--- src/rtl/fc_feature_streamer_if.sv ---
// Handshake and FC-side signal bundle for the feature streamer.
// Slave is the streamer; master is the producer/FC side.
interface fc_feature_streamer_if #(
    parameter int I_BW = 32,
    parameter int CI   = 3
);
    logic                 i_valid;
    logic                 o_ready;
    logic [CI*I_BW-1:0]   i_data;
    logic                 o_fc_rst;
    logic                 o_fc_ce;
    logic [CI*I_BW-1:0]   o_fc_data;
    logic                 i_fc_done;
    logic [3:0]           i_fc_class;
    logic [3:0]           o_class;
    logic                 o_class_valid;
    logic                 o_busy;
    logic                 o_timeout;

    modport master (
        output i_valid, i_data, i_fc_done, i_fc_class,
        input  o_ready, o_fc_rst, o_fc_ce, o_fc_data,
        input  o_class, o_class_valid, o_busy, o_timeout
    );

    modport slave (
        input  i_valid, i_data, i_fc_done, i_fc_class,
        output o_ready, o_fc_rst, o_fc_ce, o_fc_data,
        output o_class, o_class_valid, o_busy, o_timeout
    );
endinterface

--- src/rtl/fc_feature_streamer.sv ---
// Buffers one feature-map frame, replays it into an FC layer,
// then waits for the FC class result or a timeout.
module fc_feature_streamer #(
    parameter int I_BW    = 32,
    parameter int CI      = 3,
    parameter int IF_SIZE = 4,
    parameter int TIMEOUT = 64
) (
    input  logic                  clk,
    input  logic                  rst,
    fc_feature_streamer_if.slave  bus
);
    localparam int N  = IF_SIZE * IF_SIZE;
    localparam int W  = CI * I_BW;
    localparam int IW = (N > 1) ? $clog2(N) : 1;
    localparam int TW = $clog2(TIMEOUT + 1);
    localparam int CW = (TW > 7) ? TW : 7;

    typedef enum logic [1:0] {
        S_FILL,
        S_CLEAR,
        S_STREAM,
        S_WAIT
    } state_e;

    state_e          state_q, state_d;
    logic [IW-1:0]   wr_q, wr_d;
    logic [IW-1:0]   rd_q, rd_d;
    logic [CW-1:0]   cnt_q, cnt_d;
    logic            ready_q, ready_d;
    logic            busy_q, busy_d;
    logic            fc_rst_q, fc_rst_d;
    logic            ce_q, ce_d;
    logic [W-1:0]    data_q, data_d;
    logic [3:0]      cls_q, cls_d;
    logic            cls_vld_q, cls_vld_d;
    logic            tmo_q, tmo_d;
    logic [W-1:0]    buf_q [N];
    logic            accept;

    assign accept = (state_q == S_FILL) && ready_q && bus.i_valid;

    // Frame storage carries no reset; contents are rewritten each frame.
    always_ff @(posedge clk) begin
        if (accept) begin
            buf_q[wr_q] <= bus.i_data;
        end
    end

    always_comb begin
        state_d   = state_q;
        wr_d      = wr_q;
        rd_d      = rd_q;
        cnt_d     = cnt_q;
        ready_d   = ready_q;
        fc_rst_d  = 1'b0;
        ce_d      = 1'b0;
        data_d    = '0;
        cls_d     = cls_q;
        cls_vld_d = 1'b0;
        tmo_d     = tmo_q;
        unique case (state_q)
            S_FILL: begin
                ready_d = 1'b1;
                if (accept) begin
                    if (wr_q == '0) begin
                        tmo_d = 1'b0;
                    end
                    if (wr_q == IW'(N - 1)) begin
                        wr_d     = '0;
                        ready_d  = 1'b0;
                        fc_rst_d = 1'b1;
                        state_d  = S_CLEAR;
                    end else begin
                        wr_d = wr_q + IW'(1);
                    end
                end
            end
            S_CLEAR: begin
                rd_d    = '0;
                ce_d    = 1'b1;
                data_d  = buf_q[0];
                state_d = S_STREAM;
            end
            S_STREAM: begin
                if (rd_q == IW'(N - 1)) begin
                    rd_d    = '0;
                    cnt_d   = '0;
                    state_d = S_WAIT;
                end else begin
                    rd_d   = rd_q + IW'(1);
                    ce_d   = 1'b1;
                    data_d = buf_q[rd_q + IW'(1)];
                end
            end
            S_WAIT: begin
                cnt_d = cnt_q + CW'(1);
                // A done arriving on the timeout cycle still wins.
                if (bus.i_fc_done) begin
                    cls_d     = bus.i_fc_class;
                    cls_vld_d = 1'b1;
                    cnt_d     = '0;
                    ready_d   = 1'b1;
                    state_d   = S_FILL;
                end else if (cnt_q == CW'(TIMEOUT - 1)) begin
                    tmo_d   = 1'b1;
                    cnt_d   = '0;
                    ready_d = 1'b1;
                    state_d = S_FILL;
                end
            end
            default: begin
                state_d = S_FILL;
            end
        endcase
        busy_d = ~ready_d;
    end

    always_ff @(posedge clk or posedge rst) begin
        if (rst) begin
            state_q   <= S_FILL;
            wr_q      <= '0;
            rd_q      <= '0;
            cnt_q     <= '0;
            ready_q   <= 1'b0;
            busy_q    <= 1'b0;
            fc_rst_q  <= 1'b0;
            ce_q      <= 1'b0;
            data_q    <= '0;
            cls_q     <= '0;
            cls_vld_q <= 1'b0;
            tmo_q     <= 1'b0;
        end else begin
            state_q   <= state_d;
            wr_q      <= wr_d;
            rd_q      <= rd_d;
            cnt_q     <= cnt_d;
            ready_q   <= ready_d;
            busy_q    <= busy_d;
            fc_rst_q  <= fc_rst_d;
            ce_q      <= ce_d;
            data_q    <= data_d;
            cls_q     <= cls_d;
            cls_vld_q <= cls_vld_d;
            tmo_q     <= tmo_d;
        end
    end

    assign bus.o_ready       = ready_q;
    assign bus.o_busy        = busy_q;
    assign bus.o_fc_rst      = fc_rst_q;
    assign bus.o_fc_ce       = ce_q;
    assign bus.o_fc_data     = data_q;
    assign bus.o_class       = cls_q;
    assign bus.o_class_valid = cls_vld_q;
    assign bus.o_timeout     = tmo_q;
endmodule

--- src/flat_wrapper.sv ---
// flat-port wrapper written by rule: the top's interface ports become plain ports
module fc_feature_streamer_flat 
#(
    parameter int I_BW    = 32,
    parameter int CI      = 3,
    parameter int IF_SIZE = 4,
    parameter int TIMEOUT = 64
)
  (clk, rst, bus_i_valid, bus_i_data, bus_i_fc_done, bus_i_fc_class, bus_o_ready, bus_o_fc_rst, bus_o_fc_ce, bus_o_fc_data, bus_o_class, bus_o_class_valid, bus_o_busy, bus_o_timeout);
  fc_feature_streamer_if #(.I_BW(I_BW), .CI(CI)) bus_i ();
  input  logic clk;
  input  logic rst;
  input wire logic [$bits(bus_i.i_valid)-1:0] bus_i_valid;
  input wire logic [$bits(bus_i.i_data)-1:0] bus_i_data;
  input wire logic [$bits(bus_i.i_fc_done)-1:0] bus_i_fc_done;
  input wire logic [$bits(bus_i.i_fc_class)-1:0] bus_i_fc_class;
  output wire logic [$bits(bus_i.o_ready)-1:0] bus_o_ready;
  output wire logic [$bits(bus_i.o_fc_rst)-1:0] bus_o_fc_rst;
  output wire logic [$bits(bus_i.o_fc_ce)-1:0] bus_o_fc_ce;
  output wire logic [$bits(bus_i.o_fc_data)-1:0] bus_o_fc_data;
  output wire logic [$bits(bus_i.o_class)-1:0] bus_o_class;
  output wire logic [$bits(bus_i.o_class_valid)-1:0] bus_o_class_valid;
  output wire logic [$bits(bus_i.o_busy)-1:0] bus_o_busy;
  output wire logic [$bits(bus_i.o_timeout)-1:0] bus_o_timeout;
  assign bus_i.i_valid = bus_i_valid;
  assign bus_i.i_data = bus_i_data;
  assign bus_i.i_fc_done = bus_i_fc_done;
  assign bus_i.i_fc_class = bus_i_fc_class;
  assign bus_o_ready = bus_i.o_ready;
  assign bus_o_fc_rst = bus_i.o_fc_rst;
  assign bus_o_fc_ce = bus_i.o_fc_ce;
  assign bus_o_fc_data = bus_i.o_fc_data;
  assign bus_o_class = bus_i.o_class;
  assign bus_o_class_valid = bus_i.o_class_valid;
  assign bus_o_busy = bus_i.o_busy;
  assign bus_o_timeout = bus_i.o_timeout;
  fc_feature_streamer #(.I_BW(I_BW), .CI(CI), .IF_SIZE(IF_SIZE), .TIMEOUT(TIMEOUT)) u_core (.clk(clk), .rst(rst), .bus(bus_i));
endmodule
--- config.mk ---
export PLATFORM = sky130hd
export DESIGN_NAME = fc_feature_streamer_flat
export DESIGN_NICKNAME = d
export VERILOG_FILES = /design/src/rtl/fc_feature_streamer_if.sv /design/src/rtl/fc_feature_streamer.sv /design/src/flat_wrapper.sv
export SDC_FILE = /design/constraint.sdc
export NUM_CORES = 2
export LEC_CHECK = 0
export BUFFER_PORTS_ARGS = -buffer_cell sky130_fd_sc_hd__buf_4
export CAP_MARGIN = 10
export CORE_UTILIZATION = 40
export DETAILED_ROUTE_END_ITERATION = 6
export PLACE_DENSITY = 0.56
export SLEW_MARGIN = 0
export SYNTH_ARGS = -nofsm -noshare
export SYNTH_HDL_FRONTEND = slang
export SYNTH_SLANG_ARGS = --single-unit
export TNS_END_PERCENT = 5
--- constraint.sdc ---
create_clock -name clk -period 7.25 [get_ports clk]
set_input_delay 0.3625 -clock clk [delete_from_list [all_inputs] [get_ports clk]]
set_output_delay 0.3625 -clock clk [all_outputs]
set_load 0.1 [all_outputs]
==> results.yml <==
critical_path:
  reg2regPathDepth: 6
  r2r_end: "u_core.bus.o_fc_data[25]"
  end_kind: "flop"
  r2r_setup_slack_ps: 3490
  arrival_ps: 4380
  critical_path_class: "flop to flop"
  critPathRequiredTime_ps: 7870
  timing.rr.start: "u_core.rd_q[0]"
  crit_fanout: 96
  critPathLaunch: "u_core.rd_q[0]"
  critPathLaunchType: "flop"
clock_network:
  numCtsBuffers: 171
  cts.sinks: 1659
  cts_tree: "built"
  clockBufferDepth: 3
  clkLatencyLatePin_ps: 780
  ctsHtreeMaxLevel: 4
  clkTransAtPathRegs_ps: 60
  cts_root_buffer: "clkbuf_16"
timing:
  finalSetupTns_ps: 0
  setup_viol: 0
  drv_slew: 0
  finalClockSkew_ps: 24.8
  worst-slew-pin-transition_ps: 1110
  relSlewSlack_pct: 26.3
  clock.fmax_mhz: 266
  rsz0062_at_grt: "false"
  period_needed_ps: 3760
  final_hold_viol_count: 0
  fin_crit_sh_pct: 51.8
  holdWs_ps: 69.8
placement:
  dp.cells: 4871
  portBuffers: 209
  gp_congestion: 0.722
  dp_hpwl_mm: 75.4
route:
  antenna_left: 0
  via_per_inst: 5.57
  wirelength_mm: 154
  drt_iter0_drc: 2643
  post_drt_wl_per_cell_um: 29.1
  vias: 29476
  first_pass_iters: 5
  drc: 0
grt:
  met2_usage_pct: 34.0
  grt_pass1_wl_mm: 223
  grt_pass1_vias: 31937
  grt_usage_pct: 19.6
  busiest_layer: "met2"
  grt_max_degree: 114
  use_met1_pct: 25.6
  grt_util_met3_pct: 3.58
  gr-total-overflow: 0
  antenna_found_initial: 14
synth:
  synth_area_sq_um: 62800
  yosysUniqueCellTypes: 39
  yosys_warnings: 0
  yosys-top-cells-area: "edfxtp_1 73%, mux4_2 14%, dfrtp_1 4.9%"
  ys_async_sr_fraction_pct: 7.41
  syn_nets: 2814
  ys_seq_elements: 1659
  yosys.cell_count.top_type: "edfxtp_1"
  synth_edf_count: 1536
  yosysTopAreaCell: "edfxtp_1"
  synth.yosys.seq_area_share_pct: 78.4
  ys.flop_type: "edfxtp_1"
  syn_avg_cell_area_sq_um: 23.2
  synth.top_cells.by_count: "1536 x edfxtp_1, 384 x mux4_2, 123 x dfrtp_1, 102 x mux2_2, 99 x mux2i_1"
  netlist_instances: 2700
  synth.top_cell.area_share_pct: 73.5
power_and_ir_drop:
  peakVddDrop_mv: 0.380
  power_density_nw_per_um2: 362
  p_leak_uw: 0.0232
min_path:
  min_to: "u_core.bus.o_fc_rst"
  hold_path_depth: 3
  min_from: "bus_i_valid"
  min_path_type: "primary input to flop"
layout:
  area_growth_pct: 16.6
  drive_gt1_share_pct: 31.3
  layout.nets: 3202
  instances_no_fill: 5292
  final_core_util_pct: 46.9
status:
  status: "complete, no violations"
die:
  start_util_pct: 40.2
  core_sq_um: 156000
  die_x_um: 398
  rows: 145
  io_pins: 210
  fp.dieArea_sq_um: 159000
  die_y_um: 398
flow_run:
  maxCapViolations: 0
[logic make-up after synthesis]
group | after synthesis | synth area share [%]
DFF | 1659 | 78.4
muxes | 585 | 17.2
and+or+nand+nor | 59 | 0.502
buffers and inverters | 162 | 1.28
xor gates and xnor gates | 3 | 0.0419
adders and majority gates | 10 | 0.199
AOI/OAI and AO/OA | 222 | 2.41
[cell type report]
cell class / instances / area, sq um
antenna: 2 / 5.00
clock buffer: 247 / 4850
clock inverter: 70 / 552
fill: 12769 / 82800
inverter: 10 / 42.5
multi-input combinational: 879 / 12900
sequential: 1659 / 49200
tap: 2058 / 2570
timing repair buffer: 367 / 3090
[repair_timing]
action	CTS	global route
buffers inserted	0	0
setup endpoints to repair	0	0
hold buffers	102	0
gates resized for setup	0	0
endpoints found under the hold margin	1584	0
[cell usage in the layout, fill, tap and decap left out, types with 2 or more instances in the layout]
cell type,instances
nand2b_1,3
and3_1,5
clkbuf_1,55
clkinv_2,28
a21oi_1,3
dlygate4sd3_1,102
buf_12,6
ha_1,9
inv_1,9
o21ai_0,13
and3_4,8
nand2_1,10
bufinv_16,7
nor2b_1,2
dfrtp_1,122
nand3_1,8
clkbuf_16,178
buf_4,259
diode_2,2
edfxtp_1,1536
mux2i_1,99
nor2_1,8
a32oi_1,96
a22o_1,3
inv_6,5
clkbuf_8,14
o21a_1,2
clkinvlp_4,2
clkinv_8,3
mux2_2,102
o21ai_1,96
clkinv_1,25
mux4_2,384
and2_4,9
[power by group]
| group | switching (uW) | leakage [uW] | internal (uW) |
|---|---|---|---|
| Sequential | 201 | 0.0155 | 10800 |
| Combinational | 4040 | 0.00514 | 3000 |
| Clock | 3550 | 0.00265 | 4890 |
[worst max-delay path by stage]
stage | end | slack, ps | depth (start not counted)
floorplan | u_core.buf_q[15][0] | 1440 | 2
global placement | u_core.bus.o_fc_data[59] | 3400 | 6
detailed placement | u_core.bus.o_fc_data[25] | 3380 | 6
CTS | u_core.bus.o_fc_data[61] | 3360 | 6
global route | u_core.bus.o_fc_data[25] | 3080 | 6
finish | u_core.bus.o_fc_data[25] | 3490 | 6
[metrics by stage]
step / total power (uW) / worst slack [ps] / instance area (sq um)
finish: 26500 / 3490 / 73200
global route: 27600 / 3080 / 73200
CTS: 26800 / 3360 / 73200
detailed placement: 18300 / 3380 / 66800
global placement: 18200 / 3400 / 66800
floorplan: 16600 / 1440 / 62800
[flip-flops by register name, indices dropped and copies added, names as in the netlist, 2 cells and up, named ones only]
name,cells
u_core.buf_q,1536
u_core.bus.o_fc_data,96
u_core.cnt_q,7
u_core.bus.o_class,4
u_core.rd_q,4
u_core.wr_q,4
u_core.state_q,2
[layer usage]
| metal | share of wire [%] | up-vias |
|---|---|---|
| li1 | - | 12316 |
| met1 | 41 | 16100 |
| met2 | 52 | 839 |
| met3 | 5.0 | 209 |
| met4 | 1.8 | 12 |
| met5 | 0.047 | - |
[worst max-delay path: stages, from the launching register on]
cell and delay [ps]:
dfrtp_4 690, buf_12 680, buf_4 900, mux4_2 600
mux2_2 260, a32oi_1 220, o21ai_1 110
No activity file was read; power rests on OpenSTA's default activity.
